[src/rtl/frame_scheduler.sv]
// Round-robin framed-burst scheduler: shares one serial byte link between three
// input buffers, emitting header, BURST payload bytes and an XOR checksum per grant.
module frame_scheduler #(
  parameter int unsigned BURST     = 8,
  parameter logic [7:0]  IDLE_BYTE = 8'hBC,
  parameter logic [3:0]  SYNC      = 4'hA
) (
  input  logic        clk,
  input  logic        arst,
  input  logic [2:0]  input_ready,
  input  logic [2:0]  ch_enable,
  input  logic [23:0] ch_data,
  output logic [2:0]  read_req,
  output logic [7:0]  out_data,
  output logic        out_valid,
  output logic        busy,
  output logic [1:0]  cur_ch
);

  typedef enum logic [1:0] {
    IDLE = 2'd0,
    HDR  = 2'd1,
    PAY  = 2'd2,
    CHK  = 2'd3
  } state_t;

  localparam logic [7:0] LAST_CNT = 8'(BURST - 32'd1);

  state_t     state_r, state_s;
  logic [7:0] cnt_r, cnt_s;
  logic [7:0] acc_r, acc_s;
  logic [1:0] last_r, last_s;
  logic [2:0] pick_s;
  logic [7:0] byte_s;
  logic [7:0] header_s;

  // Returns {found, channel}: first eligible channel after 'last', wrapping mod 3.
  function automatic logic [2:0] rr_pick(input logic [2:0] elig, input logic [1:0] last);
    logic [2:0] pick;
    logic [1:0] c;
    pick = 3'b000;
    c    = last;
    for (int k = 0; k < 3; k++) begin
      c = (c == 2'd2) ? 2'd0 : c + 2'd1;
      if (!pick[2] && elig[c]) begin
        pick = {1'b1, c};
      end else begin
        pick = pick;
      end
    end
    return pick;
  endfunction

  function automatic logic [7:0] csum_step(input logic [7:0] acc, input logic [7:0] b);
    return acc ^ b;
  endfunction

  function automatic logic [2:0] onehot3(input logic [1:0] ch);
    return 3'b001 << ch;
  endfunction

  assign header_s = {SYNC, 2'b00, last_r};
  assign busy     = (state_r != IDLE);
  assign cur_ch   = last_r;

  // Select the granted channel's byte lane.
  always_comb begin
    byte_s = 8'h00;
    case (last_r)
      2'd0:    byte_s = ch_data[7:0];
      2'd1:    byte_s = ch_data[15:8];
      default: byte_s = ch_data[23:16];
    endcase
  end

  // Next-state, counters, checksum and read strobe decode.
  always_comb begin
    state_s  = state_r;
    cnt_s    = cnt_r;
    acc_s    = acc_r;
    last_s   = last_r;
    read_req = 3'b000;
    pick_s   = rr_pick(input_ready & ch_enable, last_r);
    case (state_r)
      IDLE, CHK: begin
        if (pick_s[2]) begin
          state_s = HDR;
          last_s  = pick_s[1:0];
        end else begin
          state_s = IDLE;
        end
      end
      HDR: begin
        read_req = onehot3(last_r);
        acc_s    = header_s;
        cnt_s    = 8'd0;
        state_s  = PAY;
      end
      PAY: begin
        acc_s = csum_step(acc_r, byte_s);
        cnt_s = cnt_r + 8'd1;
        // The final payload byte was already requested in the previous cycle.
        if (cnt_r < LAST_CNT) begin
          read_req = onehot3(last_r);
          state_s  = PAY;
        end else begin
          state_s  = CHK;
        end
      end
      default: begin
        state_s = IDLE;
      end
    endcase
  end

  // State, counters and registered link output.
  always_ff @(posedge clk) begin
    if (arst) begin
      state_r   <= IDLE;
      cnt_r     <= 8'd0;
      acc_r     <= 8'd0;
      last_r    <= 2'd2;
      out_data  <= IDLE_BYTE;
      out_valid <= 1'b0;
    end else begin
      state_r <= state_s;
      cnt_r   <= cnt_s;
      acc_r   <= acc_s;
      last_r  <= last_s;
      case (state_r)
        IDLE: begin
          out_data  <= IDLE_BYTE;
          out_valid <= 1'b0;
        end
        HDR: begin
          out_data  <= header_s;
          out_valid <= 1'b1;
        end
        PAY: begin
          out_data  <= byte_s;
          out_valid <= 1'b1;
        end
        CHK: begin
          out_data  <= acc_r;
          out_valid <= 1'b1;
        end
        default: begin
          out_data  <= IDLE_BYTE;
          out_valid <= 1'b0;
        end
      endcase
    end
  end

endmodule

[config.mk]
export PLATFORM = sky130hd
export DESIGN_NAME = frame_scheduler
export DESIGN_NICKNAME = d
export VERILOG_FILES = /design/src/rtl/frame_scheduler.sv
export SDC_FILE = /design/constraint.sdc
export NUM_CORES = 1
export LEC_CHECK = 0
export CAP_MARGIN = 15
export CORE_MARGIN = 2
export CORE_UTILIZATION = 50
export CTS_CLUSTER_SIZE = 8
export DETAILED_ROUTE_END_ITERATION = 12
export DONT_BUFFER_PORTS = 1
export HOLD_SLACK_MARGIN = 0.12
export MAX_ROUTING_LAYER = met4
export PLACE_DENSITY = 0.75
export SLEW_MARGIN = 40
export SYNTH_ARGS = -nofsm -noshare
export SYNTH_HDL_FRONTEND = slang
export SYNTH_SLANG_ARGS = --single-unit
[constraint.sdc]
create_clock -name clk -period 2.2 [get_ports clk]
set_input_delay 0.44 -clock clk [delete_from_list [all_inputs] [get_ports clk]]
set_output_delay 0.44 -clock clk [all_outputs]
set_load 0.02 [all_outputs]
After elaboration in Yosys (flattened, before gate mapping)
Index checks and enable logic that the tools add are counted.
- register bits after elaboration: 29
- bits in latches: 0
- RAM bits: 0
- memory bits (read-only): 0
- input port bits: 32
- output and inout port bits: 15
- logic and storage cells: 57
- memories kept: 0
- add/sub/neg operators: 4
- $mul: 0
- divide/modulo/power cells: 0
- $lt $le $gt $ge: 4
- equality and inequality tests: 7
- shift-type cells: 1
- muxes and demuxes: 22
- bitwise operators: 2
- reductions and logical operators: 11
- operator list (kind ; count):
    case mux 8 bit (2 select lines) ; 3
    case mux 8 bit (4 select lines) ; 1
    two-way mux 3 bit ; 4
    equality test 2 bit, second input constant ; 5
    < comparator 2 x 3 -> 1 bit, second input constant ; 3
    adder 8 x 1 -> 8 bit, second input constant ; 1
    < comparator 8 x 3 -> 1 bit, second input constant ; 1
    bitwise XOR 8 bit ; 1
    adder 2 x 1 -> 2 bit, second input constant ; 3
    binary-select mux 1 bit (select 2 bit) ; 3
    two-way mux 2 bit ; 3
    case mux 2 bit (3 select lines) ; 1
    case mux 3 bit (2 select lines) ; 1
    two-way mux 1 bit ; 5
    equality test 2 x 1 -> 1 bit, second input constant ; 2
    logical NOT 2 bit ; 2
    nonzero test 2 bit ; 2
    AND 3 bit ; 1
    OR reduction 3 bit ; 1
    << shifter 1 x 2 -> 3 bit, first input constant ; 1
    logical AND 1 bit ; 2
    logical NOT 1 bit ; 2
    case mux 1 bit (2 select lines) ; 1
    AND reduction 2 bit ; 1
    OR reduction 2 bit ; 1

Depth between registers and ports, before layout
Gate-level depths: netlist of the first run.
- depth in word-level cells: 13
- depth in mapped cells: 7
- gate-level depth less buffers: 6

Worst setup path after synthesis of the first run
Ideal clock, no wire load.
- kind: register -> output
- start: reg state_r[0]
- end: out read_req[2]
- arrival: 1619 ps
- required time: 1760 ps
- setup slack: 141 ps
- stages on the path, launching flop included: 7
- path buffers: 2
- path through: dfxtp_1 > inv_1 > ha_1 > buf_2 > buf_4 > o21ai_1 > nor3b_1
- word-level cells in the longest chain between the ends: 2
- elaborated cells between the ends (all ways): 3
- those cells by class: eq/ne: 2; mux: 1
- ends and longest elaborated chain (element ; line ; text):
    start: declaration ; 29 ; state_t state_r, state_s;
    start signal: assignment ; 126 ; state_r <= state_s;
    equality test 2 bit / equality test 2 x 1 -> 1 bit (equally long branches) ; 84 ; case (state_r)
    case mux 3 bit (2 select lines) (*) ; 84 ;
    end: declaration ; 13 ; output logic [2:0] read_req,
Mark *: on every way between the ends. The rest lies on a longest branch, timed or not.

Worst setup path in the final report of the first run
- start: reg cnt_r[3]
- end: out read_req[1]
- word-level cells in the longest chain between the ends: 3
- ends and longest elaborated chain (element ; line ; text):
    start: declaration ; 30 ; logic [7:0] cnt_r, cnt_s;
    start signal: assignment ; 127 ; cnt_r <= cnt_s;
    < comparator 8 x 3 -> 1 bit ; 103 ; if (cnt_r < LAST_CNT) begin
    two-way mux 3 bit ; 103 ;
    case mux 3 bit (2 select lines) ; 84 ;
Every way passes these cells.

==> results.ini, run 1 <==
[timing]
period_needed_ns = 2.10
holdWs_ns = 0.179
fmax_mhz = 476
fin_skew_ns = 0.00292
tns_ns = 0
worst_pin_slew_ns = 0.373
slew_violations = 0
rsz0062_at_grt = no
min_period_over_period_pct = 95.6
setup_viol = 0
slew_headroom_pct = 75.1
hold_viol_final = 0

[clocking]
numCtsBuffers = 5
cts-htree-levels = 2
cts_root_buf = clkbuf_4
cts_tree = yes
cts.sinks = 29
clkLatencyLatePin_ns = 0.31
cts_setup_buffers = 0
cts_hold_buf = 0
clk_pin_slew_ns = 0.08
cts_max_path_buffers = 2

[logic_synthesis]
synth-xor-area-share_pct = 4.50
netlist_instances = 184
muxShareOfSynthArea_pct = 5.54
synth_compound_area_share_pct = 22.9
synth_top_area_cell = dfxtp_1
synth.distinct_cells = 38
synth-simple-area-share_pct = 18.6
yosysMostFrequentCell = dfxtp_1
synth_area_leaders = dfxtp_1, a21oi_1, ha_1
synth_edf_count = 0
synth_top_family_by_area = compound AO/OA/AOI/OAI gates
avgSynthCellArea_um2 = 8.47
synth_area_um2 = 1560
synthFlopType = dfxtp_1
yosys.area.top_type_share_pct = 37.3
synth.yosys.warnings = 0
async_flop_share_pct = 0
synth_nets = 222
ys_ff_latch = 29
seq_area_frac_synth_pct = 37.3
synthAdderAreaFrac_pct = 4.82
ys_top_cells_by_count = dfxtp_1, a21oi_1, nand2_1, nor2_1, o21ai_0

[worst_setup_path]
path_class = reg2out
cp.required_ns = 1.76
start_kind = flip-flop
crit_family = simple AND/OR/NAND/NOR gates
cp.arrival_ns = 1.66
crit_path_max_fanout = 5
slowest_delay_ns = 0.36
end_kind = output pin
worstPathCellList = nor4_2, and3_1, o21ai_2, nor3_1, buf_4
cpMaxStageDelayCell = dfxtp_1
worst-path-buf-inv = 1

[detailed_routing]
vias = 1407
drt_first_pass_iters = 4
wire_per_inst_um = 16.6
drc = 0
finalWirelength_um = 3660
drt-vias-per-instance = 6.37
drtIter0Drc = 125
postRouteAntennaNets = 0

[status]
status = finished, final reports clean

[power_and_ir_drop]
power.density_nw_per_um2 = 816
total_leakage_power_nw = 0.631
p_total_mw = 1.37
vdd_drop_max_mv = 0.399

[die]
core_um2 = 3000
io_pins = 47
die_h_um = 59.8
die-area_um2 = 3580
rows = 20
die_w_um = 59.8
start_util_pct = 51.9

[finish]
area_growth_pct = 8.03
layout.nets = 226
diodes = 0
final_cell_count_no_fill = 221
layout-drive-gt1-share_pct = 17.6
stdcell_area_um2 = 1680

[global_route]
antenna_found_initial = 0
grt_pass1_wl_um = 5720
grt_max_degree = 19
grt_pass1_vias = 1280
globalRouteTotalUtil_pct = 22.2
grt_overflow = 0

[placement]
io_buffers = 0
hpwl_um = 2610
dp.cells = 214
gp_congestion = 0.780
place_area_um2 = 1610

[flow_run]
cap_violations = 0

[min_path]
hold_class = in2reg

==> stage by stage <==
stage | util (%) | worst slack (ns)
after floorplan | - | 0.141
after global placement | 53.5 | 0.411
after detailed placement | 53.5 | 0.324
after CTS | 55.5 | 0.00123
after global routing | 56.0 | 0.0101
final | 56.0 | 0.0970
==> final cells by class <==
type | instances | area, um2
tap | 33 | 41.3
multi-input combinational | 134 | 900
inverter | 8 | 30.0
clock buffer | 7 | 55.1
sequential | 29 | 582
timing repair buffer | 10 | 75.1
fill | 264 | 1320
==> power breakdown <==
part / internal (mW) / switching (mW)
registers: 0.586 / 0.0701
logic: 0.154 / 0.241
clock network: 0.151 / 0.172
total: 0.890 / 0.483
==> state kept, by name, summed over array words and instances (netlist names) <==
name,flops
cur_ch,2
out_data,8
acc_r,8
cnt_r,8
state_r,2
out_valid,1
==> final timing paths <==
kind / end / slack (ns) / depth (start not counted) / start
setup reg to reg: cnt_r[5] / 0.33 / 6 / state_r[0]
hold / removal: cur_ch[0] / 0.18 / 1 / arst
setup / recovery: read_req[1] / 0.1 / 5 / cnt_r[3]
hold reg to reg: out_data[6] / 0.48 / 2 / acc_r[6]
==> logic make-up after synthesis <==
logic type,after synthesis
compound gates,54
xor+xnor,8
buf+inv,21
fa+ha+maj,6
mux,8
flops,29
simple gates,58
==> placed cells by master, fill, tap and decap left out, drive strengths merged <==
| master | count |
|---|---|
| a22oi | 4 |
| a21o | 1 |
| nand3b | 2 |
| o311ai | 1 |
| mux2i | 3 |
| nor3b | 2 |
| nor2b | 1 |
| ha | 6 |
| nand2 | 16 |
| or2 | 2 |
| dfxtp | 29 |
| nor4 | 2 |
| o21ai | 12 |
| nor3 | 2 |
| a311oi | 2 |
| clkbuf | 7 |
| inv | 8 |
| a221oi | 1 |
| o211ai | 11 |
| xor2 | 8 |
| nand3 | 2 |
| or3 | 2 |
| o32a | 1 |
| and2 | 1 |
| and3 | 2 |
| nor2 | 13 |
| nand4 | 3 |
| a222oi | 1 |
| a21oi | 18 |
| o22ai | 2 |
| mux2 | 5 |
| buf | 10 |
| nand2b | 8 |
==> what timing repair did <==
item                       in CTS  in global routing
gates resized for setup         1                  5
setup endpoints to repair       1                  3
pin swaps                       1                  0
==> metal layers <==
layer,wire length [um],global-route usage [%]
met2,1900,36.6
met1,1470,23.8
met4,49,10.5
met5,0,-
met3,242,7.36
No activity file was read; power rests on OpenSTA's default activity.
==> run 2, diff against run 1 <==
--- a/config.mk
+++ b/config.mk
@@ -5,9 +5,11 @@
 export SDC_FILE = /design/constraint.sdc
 export NUM_CORES = 1
 export LEC_CHECK = 0
+export ABC_CLOCK_PERIOD_IN_PS = 2200
 export CAP_MARGIN = 15
 export CORE_MARGIN = 2
 export CORE_UTILIZATION = 50
+export CTS_CLUSTER_DIAMETER = 30
 export CTS_CLUSTER_SIZE = 8
 export DETAILED_ROUTE_END_ITERATION = 12
 export DONT_BUFFER_PORTS = 1
==> results of run 2 <==
No change in the layout: final DEF, timing and power equal those of run 1.
==> run 3, diff against run 2 <==
--- a/config.mk
+++ b/config.mk
@@ -5,11 +5,9 @@
 export SDC_FILE = /design/constraint.sdc
 export NUM_CORES = 1
 export LEC_CHECK = 0
-export ABC_CLOCK_PERIOD_IN_PS = 2200
 export CAP_MARGIN = 15
 export CORE_MARGIN = 2
 export CORE_UTILIZATION = 50
-export CTS_CLUSTER_DIAMETER = 30
 export CTS_CLUSTER_SIZE = 8
 export DETAILED_ROUTE_END_ITERATION = 12
 export DONT_BUFFER_PORTS = 1
==> results of run 3 <==
No change in the layout: final DEF, timing and power equal those of run 1.
